File: src/rtl/nand_pkg.sv
// Shared types and constants for the NAND command sequencer.
package nand_pkg;

  localparam logic [1:0] OP_ERASE   = 2'd0;
  localparam logic [1:0] OP_PROGRAM = 2'd1;
  localparam logic [1:0] OP_READ    = 2'd2;
  localparam logic [1:0] OP_ILLEGAL = 2'd3;

  typedef enum logic [2:0] {
    S_IDLE,
    S_CMD,
    S_ADDR,
    S_WDATA,
    S_RDATA,
    S_RDRAIN,
    S_ERWAIT,
    S_DONE
  } state_e;

  typedef struct packed {
    logic ale;
    logic cle;
    logic wen;
    logic ren;
  } strobe_t;

  function automatic logic op_legal(input logic [1:0] op);
    return op != OP_ILLEGAL;
  endfunction

endpackage

File: src/rtl/nand_cmd_sequencer_if.sv
// Host request/stream signals and NAND bus pins of the command sequencer.
interface nand_cmd_sequencer_if #(
  parameter int unsigned DIOWidth = 16
);
  logic                req;
  logic [1:0]          op;
  logic [DIOWidth-1:0] addr;
  logic                ack;
  logic                busy;
  logic                done;
  logic                err;
  logic [DIOWidth-1:0] wr_data;
  logic                wr_valid;
  logic                wr_ready;
  logic [DIOWidth-1:0] rd_data;
  logic                rd_valid;
  logic                cEn;
  logic                ALE;
  logic                CLE;
  logic                wEn;
  logic                rEn;
  logic [DIOWidth-1:0] DIO_out;
  logic                DIO_oe;
  logic [DIOWidth-1:0] DIO_in;

  // Sequencer side.
  modport master (
    input  req, op, addr, wr_data, wr_valid, DIO_in,
    output ack, busy, done, err, wr_ready, rd_data, rd_valid,
    output cEn, ALE, CLE, wEn, rEn, DIO_out, DIO_oe
  );

  // Host controller plus memory responder side.
  modport slave (
    output req, op, addr, wr_data, wr_valid, DIO_in,
    input  ack, busy, done, err, wr_ready, rd_data, rd_valid,
    input  cEn, ALE, CLE, wEn, rEn, DIO_out, DIO_oe
  );
endinterface

File: src/rtl/nand_rd_capture.sv
// Delays the rEn-cycle flag by RdLat cycles and registers DIO_in into rd_data.
module nand_rd_capture #(
  parameter int unsigned DIOWidth = 16,
  parameter int unsigned RdLat    = 1
) (
  input  logic                clk,
  input  logic                rst_n,
  input  logic                ren,
  input  logic [DIOWidth-1:0] dio_in,
  output logic                rd_valid,
  output logic [DIOWidth-1:0] rd_data
);

  logic [RdLat-1:0] pend;

  always_ff @(posedge clk or negedge rst_n) begin
    if (!rst_n) begin
      pend     <= '0;
      rd_valid <= 1'b0;
      rd_data  <= '0;
    end else begin
      pend[0] <= ren;
      for (int unsigned i = 1; i < RdLat; i++) begin
        pend[i] <= pend[i-1];
      end
      rd_valid <= pend[RdLat-1];
      if (pend[RdLat-1]) begin
        rd_data <= dio_in;
      end
    end
  end

endmodule

File: src/rtl/nand_cmd_sequencer.sv
// NAND bus initiator: sequences CLE/ALE/wEn/rEn phases for erase, program and read.
module nand_cmd_sequencer
  import nand_pkg::*;
#(
  parameter int unsigned DIOWidth    = 16,
  parameter int unsigned PageWords   = 2048,
  parameter int unsigned EraseCycles = 2,
  parameter int unsigned RdLat       = 1
) (
  input  logic                 clk,
  input  logic                 rst_n,
  nand_cmd_sequencer_if.master bus
);

  localparam int unsigned CntW = $clog2(PageWords) + 1;

  state_e              state_q, state_d;
  logic [1:0]          op_q, op_d;
  logic [DIOWidth-1:0] addr_q, addr_d;
  logic [CntW-1:0]     cnt_q, cnt_d;
  strobe_t             strb_q, strb_d;
  logic [DIOWidth-1:0] dio_q, dio_d;
  logic                oe_q, oe_d;
  logic                ack_q, ack_d;
  logic                err_q, err_d;
  logic                busy_q, busy_d;
  logic                done_q, done_d;
  logic                wr_ready_q, wr_ready_d;
  logic                fire;

  always_ff @(posedge clk or negedge rst_n) begin
    if (!rst_n) begin
      state_q    <= S_IDLE;
      op_q       <= '0;
      addr_q     <= '0;
      cnt_q      <= '0;
      strb_q     <= '0;
      dio_q      <= '0;
      oe_q       <= 1'b0;
      ack_q      <= 1'b0;
      err_q      <= 1'b0;
      busy_q     <= 1'b0;
      done_q     <= 1'b0;
      wr_ready_q <= 1'b0;
    end else begin
      state_q    <= state_d;
      op_q       <= op_d;
      addr_q     <= addr_d;
      cnt_q      <= cnt_d;
      strb_q     <= strb_d;
      dio_q      <= dio_d;
      oe_q       <= oe_d;
      ack_q      <= ack_d;
      err_q      <= err_d;
      busy_q     <= busy_d;
      done_q     <= done_d;
      wr_ready_q <= wr_ready_d;
    end
  end

  always_comb begin
    state_d    = state_q;
    op_d       = op_q;
    addr_d     = addr_q;
    cnt_d      = cnt_q;
    strb_d     = '0;
    dio_d      = '0;
    ack_d      = 1'b0;
    err_d      = 1'b0;
    busy_d     = busy_q;
    done_d     = 1'b0;
    wr_ready_d = 1'b0;
    fire       = bus.wr_valid && wr_ready_q;

    // Every output is registered, so each branch computes the values for the
    // cycle spent in state_d rather than the current one.
    unique case (state_q)
      S_IDLE: begin
        if (bus.req && !ack_q) begin
          ack_d = 1'b1;
          if (op_legal(bus.op)) begin
            op_d       = bus.op;
            addr_d     = bus.addr;
            state_d    = S_CMD;
            busy_d     = 1'b1;
            strb_d.cle = 1'b1;
            dio_d      = DIOWidth'(bus.op);
          end else begin
            err_d = 1'b1;
          end
        end
      end
      S_CMD: begin
        state_d    = S_ADDR;
        strb_d.ale = 1'b1;
        dio_d      = addr_q;
      end
      S_ADDR: begin
        cnt_d = '0;
        case (op_q)
          OP_ERASE:   state_d = S_ERWAIT;
          OP_PROGRAM: begin
            state_d    = S_WDATA;
            wr_ready_d = 1'b1;
          end
          default: begin
            state_d    = S_RDATA;
            strb_d.ren = 1'b1;
          end
        endcase
      end
      S_ERWAIT: begin
        if (cnt_q == CntW'(EraseCycles - 1)) begin
          state_d = S_DONE;
          busy_d  = 1'b0;
          done_d  = 1'b1;
        end else begin
          cnt_d = cnt_q + CntW'(1);
        end
      end
      S_WDATA: begin
        // A word accepted on this edge is driven with wEn in the next cycle,
        // so the page finishes one cycle after the final handshake.
        if (cnt_q == CntW'(PageWords)) begin
          state_d = S_DONE;
          busy_d  = 1'b0;
          done_d  = 1'b1;
        end else begin
          wr_ready_d = 1'b1;
          if (fire) begin
            strb_d.wen = 1'b1;
            dio_d      = bus.wr_data;
            cnt_d      = cnt_q + CntW'(1);
            if (cnt_q == CntW'(PageWords - 1)) begin
              wr_ready_d = 1'b0;
            end
          end
        end
      end
      S_RDATA: begin
        if (cnt_q == CntW'(PageWords - 1)) begin
          state_d = S_RDRAIN;
          cnt_d   = '0;
        end else begin
          strb_d.ren = 1'b1;
          cnt_d      = cnt_q + CntW'(1);
        end
      end
      S_RDRAIN: begin
        if (cnt_q == CntW'(RdLat - 1)) begin
          state_d = S_DONE;
          busy_d  = 1'b0;
          done_d  = 1'b1;
        end else begin
          cnt_d = cnt_q + CntW'(1);
        end
      end
      S_DONE: begin
        state_d = S_IDLE;
      end
    endcase

    oe_d = strb_d.ale | strb_d.cle | strb_d.wen;
  end

  nand_rd_capture #(
    .DIOWidth(DIOWidth),
    .RdLat   (RdLat)
  ) u_rd_capture (
    .clk     (clk),
    .rst_n   (rst_n),
    .ren     (strb_q.ren),
    .dio_in  (bus.DIO_in),
    .rd_valid(bus.rd_valid),
    .rd_data (bus.rd_data)
  );

  assign bus.ack      = ack_q;
  assign bus.err      = err_q;
  assign bus.busy     = busy_q;
  assign bus.done     = done_q;
  assign bus.wr_ready = wr_ready_q;
  assign bus.cEn      = busy_q;
  assign bus.ALE      = strb_q.ale;
  assign bus.CLE      = strb_q.cle;
  assign bus.wEn      = strb_q.wen;
  assign bus.rEn      = strb_q.ren;
  assign bus.DIO_out  = dio_q;
  assign bus.DIO_oe   = oe_q;

endmodule
File: src/flat_wrapper.sv
// flat-port wrapper written by rule: the top's interface ports become plain ports
module nand_cmd_sequencer_flat import nand_pkg::*;
#(
  parameter int unsigned DIOWidth    = 16,
  parameter int unsigned PageWords   = 2048,
  parameter int unsigned EraseCycles = 2,
  parameter int unsigned RdLat       = 1
)
  (clk, rst_n, bus_req, bus_op, bus_addr, bus_wr_data, bus_wr_valid, bus_DIO_in, bus_ack, bus_busy, bus_done, bus_err, bus_wr_ready, bus_rd_data, bus_rd_valid, bus_cEn, bus_ALE, bus_CLE, bus_wEn, bus_rEn, bus_DIO_out, bus_DIO_oe);
  nand_cmd_sequencer_if #(.DIOWidth(DIOWidth)) bus_i ();
  input  logic clk;
  input  logic rst_n;
  input wire logic [$bits(bus_i.req)-1:0] bus_req;
  input wire logic [$bits(bus_i.op)-1:0] bus_op;
  input wire logic [$bits(bus_i.addr)-1:0] bus_addr;
  input wire logic [$bits(bus_i.wr_data)-1:0] bus_wr_data;
  input wire logic [$bits(bus_i.wr_valid)-1:0] bus_wr_valid;
  input wire logic [$bits(bus_i.DIO_in)-1:0] bus_DIO_in;
  output wire logic [$bits(bus_i.ack)-1:0] bus_ack;
  output wire logic [$bits(bus_i.busy)-1:0] bus_busy;
  output wire logic [$bits(bus_i.done)-1:0] bus_done;
  output wire logic [$bits(bus_i.err)-1:0] bus_err;
  output wire logic [$bits(bus_i.wr_ready)-1:0] bus_wr_ready;
  output wire logic [$bits(bus_i.rd_data)-1:0] bus_rd_data;
  output wire logic [$bits(bus_i.rd_valid)-1:0] bus_rd_valid;
  output wire logic [$bits(bus_i.cEn)-1:0] bus_cEn;
  output wire logic [$bits(bus_i.ALE)-1:0] bus_ALE;
  output wire logic [$bits(bus_i.CLE)-1:0] bus_CLE;
  output wire logic [$bits(bus_i.wEn)-1:0] bus_wEn;
  output wire logic [$bits(bus_i.rEn)-1:0] bus_rEn;
  output wire logic [$bits(bus_i.DIO_out)-1:0] bus_DIO_out;
  output wire logic [$bits(bus_i.DIO_oe)-1:0] bus_DIO_oe;
  assign bus_i.req = bus_req;
  assign bus_i.op = bus_op;
  assign bus_i.addr = bus_addr;
  assign bus_i.wr_data = bus_wr_data;
  assign bus_i.wr_valid = bus_wr_valid;
  assign bus_i.DIO_in = bus_DIO_in;
  assign bus_ack = bus_i.ack;
  assign bus_busy = bus_i.busy;
  assign bus_done = bus_i.done;
  assign bus_err = bus_i.err;
  assign bus_wr_ready = bus_i.wr_ready;
  assign bus_rd_data = bus_i.rd_data;
  assign bus_rd_valid = bus_i.rd_valid;
  assign bus_cEn = bus_i.cEn;
  assign bus_ALE = bus_i.ALE;
  assign bus_CLE = bus_i.CLE;
  assign bus_wEn = bus_i.wEn;
  assign bus_rEn = bus_i.rEn;
  assign bus_DIO_out = bus_i.DIO_out;
  assign bus_DIO_oe = bus_i.DIO_oe;
  nand_cmd_sequencer #(.DIOWidth(DIOWidth), .PageWords(PageWords), .EraseCycles(EraseCycles), .RdLat(RdLat)) u_core (.clk(clk), .rst_n(rst_n), .bus(bus_i));
endmodule
File: config.mk
export PLATFORM = sky130hd
export DESIGN_NAME = nand_cmd_sequencer_flat
export DESIGN_NICKNAME = d
export VERILOG_FILES = /design/src/rtl/nand_pkg.sv /design/src/rtl/nand_cmd_sequencer_if.sv /design/src/rtl/nand_rd_capture.sv /design/src/rtl/nand_cmd_sequencer.sv /design/src/flat_wrapper.sv
export SDC_FILE = /design/constraint.sdc
export NUM_CORES = 1
export LEC_CHECK = 0
export BUFFER_PORTS_ARGS = -buffer_cell sky130_fd_sc_hd__buf_2
export CELL_PAD_IN_SITES_DETAIL_PLACEMENT = 1
export CELL_PAD_IN_SITES_GLOBAL_PLACEMENT = 2
export CORE_MARGIN = 2
export CORE_UTILIZATION = 32
export CTS_CLUSTER_DIAMETER = 150
export DETAILED_ROUTE_END_ITERATION = 8
export GPL_ROUTABILITY_DRIVEN = 0
export PLACE_DENSITY_LB_ADDON = 0.1
export SLEW_MARGIN = 20
export SYNTH_ARGS = -nofsm -noshare
export SYNTH_HDL_FRONTEND = slang
export SYNTH_SLANG_ARGS = --single-unit
File: constraint.sdc
create_clock -name clk -period 2.4 [get_ports clk]
set_input_delay 0.24 -clock clk [delete_from_list [all_inputs] [get_ports clk]]
set_output_delay 0.24 -clock clk [all_outputs]
set_load 0.01 [all_outputs]
==> impl_results.md <==
- Most common cell after layout, fill and taps aside: buf_2
- Sequential fraction of design power: 40.2%
- GRT overflow: 0
- Worst Hold Path Cells: 3
- Placed cells: 544
- Max-slew violations: 0
- Global-route wire length before repair: 14,720 um
- Metal2 WL: 4415 um
- Synthesized cell area: 0.003406 mm2
- DR iter-0 viols: 87
- Worst setup SP type: flop
- Resize count post-CTS: 0
- Non-filler cells, final: 561
- Pwr/cell area: 1211 mW/mm2
- Worst slew pin tran: 0.6366 ns
- Worst EP required: 2.65 ns
- Crit path max fanout: 14
- R2R depth: 5
- Initial antenna violation count: 0
- Highest metal used: met4
- NetSw: 1.974 mW
- Die ar.: 0.01148 mm2
- IO buf count: 97
- Final #Nets: 477
- Number of register bits inferred by synthesis: 77
- Clk pin slew, worst setup/hold paths: 0.09 ns
- Fraction of layout cells with a size suffix above 1: 36.47%
- Area grow syn2layout: 26.60%
- Clock power share: 20.3%
- Post-synth EDFFs: 0
- Clock Skew: 0.008479 ns
- Chip Width: 107.2 um
- Longest Clk Path Bufs: 2
- Max_cap viols: 0
- Most frequent cells in the layout: 96 x buf_2, 77 x dfrtp_1, 70 x nand2_1
- Synth Flop Type: dfrtp_1
- Root buffer cell: clkbuf_8
- Post-route ant nets: 0
- Initial Utilization: 32.99%
- Share of flip-flops with an asynchronous set or reset: 100.0%
- Num Clock Sinks: 77
- Die Height: 107.2 um
- Mean Syn Cell Area: 10.88 um2
- Leakage: 2.192 nW
- Status: finished clean
- Crit end category: flop
- Mapped Nets: 370
- Setup tns final: 0 ns
- Max Clk Rate: 462.2 MHz
- Number of global-route vias before repair: 2,951
- Combinational share of power: 39.5%
- CTS buffer count: 9
- DRC Markers: 0
- Unique cell type count in the Yosys netlist: 52
- Final setup fails: 0
- Boundary pin count: 98
- Vias: 2,725
- Tcrit/Tclk final: 90.15%
- Slew HR: 57.56%
- Worst EP arrival: 2.41 ns
- RSZ-0062 raised after global routing: no
- Sequential area share after synthesis: 56.58%
- Met3 wire len: 429 um
- Detail Placement HPWL: 6533 um
- Ant diodes: 0
- Routed WL: 8932 um
- Yosys warns: 0
- Wire per inst: 15.92 um
- Synth Instances: 313
- Row count: 37
- Int Pwr: 3.248 mW
- Core area: 0.01032 mm2
- CTS tree: done
- Endpoints failing hold: 0
- GRT Total Usage: 16.57%
- Clk_lat worst skew: 0.35 ns
- Fin crit period: 2.164 ns
- DR vias/cell: 4.857
- DR pass1 iterations: 4
- H-tree Lvls: 3
- Switching Share: 37.80%
- Metal1 wirelength: 3998 um
- Critical path class: flop to flop
- Largest net degree at the start of global routing: 41
- Max VDD drop: 0.4446 mV
- Worst hold-check path type: input port to flop
## final timing paths
check                                  start                  endpoint  slack (ns)
min in group asynchronous              rst_n          u_core.cnt_q[10]        0.42
max in group asynchronous              rst_n     u_core.bus.DIO_out[5]        1.38
hold reg to reg               u_core.bus.rEn  u_core.u_rd_capture.pend        0.39
hold / removal                  bus_addr[11]         u_core.addr_q[11]        0.07
setup reg to reg           u_core.state_q[0]           u_core.cnt_q[7]        0.24
setup / recovery           u_core.state_q[0]           u_core.cnt_q[7]        0.24
## timing repair
item	in CTS	in global routing
hold buffers	1	0
hold endpoints to repair	38	0
setup endpoints to repair	0	0
setup buffers	0	0
## worst max-delay path, stage by stage (launching register included)
cell and delay, ns:
dfrtp_1 0.60, nand2_1 0.18, xor2_1 0.20, a21oi_2 0.32, nand2b_1 0.36, o41ai_4 0.40
## flip-flops by register name (all words and copies together), names as in the netlist, 2 cells and up
signal,count
u_core.addr_q,16
u_core.bus.DIO_out,16
u_core.u_rd_capture.rd_data,16
u_core.cnt_q,12
u_core.state_q,3
u_core.op_q,2
## per-layer routing
layer  vias up  track usage (%)
li1       1308                -
met3         8            4.195
met2        75            28.39
met1      1334            20.53
met5         -                0
met4         0            5.009
## power groups by stage
stage | Clock, mW | Sequential [mW] | Combinational [mW]
global placement | 0 | 2.11 | 2.06
detailed placement | 0 | 2.13 | 2.09
finish | 1.06 | 2.10 | 2.07
CTS | 1.10 | 2.11 | 2.10
global route | 1.16 | 2.18 | 2.31
floorplan | 0 | 2.12 | 1.34
## logic make-up after synthesis
family	Yosys count	share of synthesized area, %
simple gates	124	18.19
flops	77	56.58
compound gates	65	14.33
buf+inv	26	3.930
mux	17	5.621
fa+ha+maj	3	1.102
xor+xnor	1	0.2572
## area by class of cell
cell class,instances,area (um2)
fill,1201,6012
sequential,77,1927
multi-input combinational,210,1345
timing repair buffer,112,615.6
tap,136,170.2
clock buffer,11,151.4
clock inverter,5,65.06
inverter,10,37.54
## cell usage after synthesis (2+ instances only)
cell type  number  area (um2)
a211oi_1        4       30.03
o21ai_0        17       85.08
a21o_1          5       37.54
buf_6           2       22.52
nand4_1         3       18.77
inv_1           9       33.78
o31ai_1         3       22.52
o22ai_1         3       18.77
clkbuf_1        4       15.01
or3b_2          2       17.52
mux2_2         17       191.4
nand2_1        70       262.8
buf_4           4       30.03
a22o_1         14       122.6
nor3_1          5       25.02
a32o_1          3       30.03
a21oi_1         6       30.03
buf_2           4       20.02
nand2b_1        7       43.79
a221o_1         2       20.02
nor3b_1         2       15.01
dfrtp_1        77        1927
nor2_1         12       45.04
ha_1            3       37.54
nand3_1         8       40.04
## through the flow
step | hold slack, ns | setup WS, ns | instance area [um2] | util, % | total power, mW
2_1_floorplan | -0.05559 | 0.4846 | 3406 | - | 3.457
3_3_place_gp | 0.2696 | 0.2703 | 4085 | 39.57 | 4.175
3_5_place_dp | 0.2788 | 0.2531 | 4085 | 39.57 | 4.222
4_1_cts | 0.05646 | 0.2261 | 4312 | 41.76 | 5.313
5_1_grt | 0.06578 | 0.01143 | 4312 | 41.76 | 5.645
6_report | 0.07350 | 0.2364 | 4312 | 41.76 | 5.222
Power figures use the tool's default switching activity.
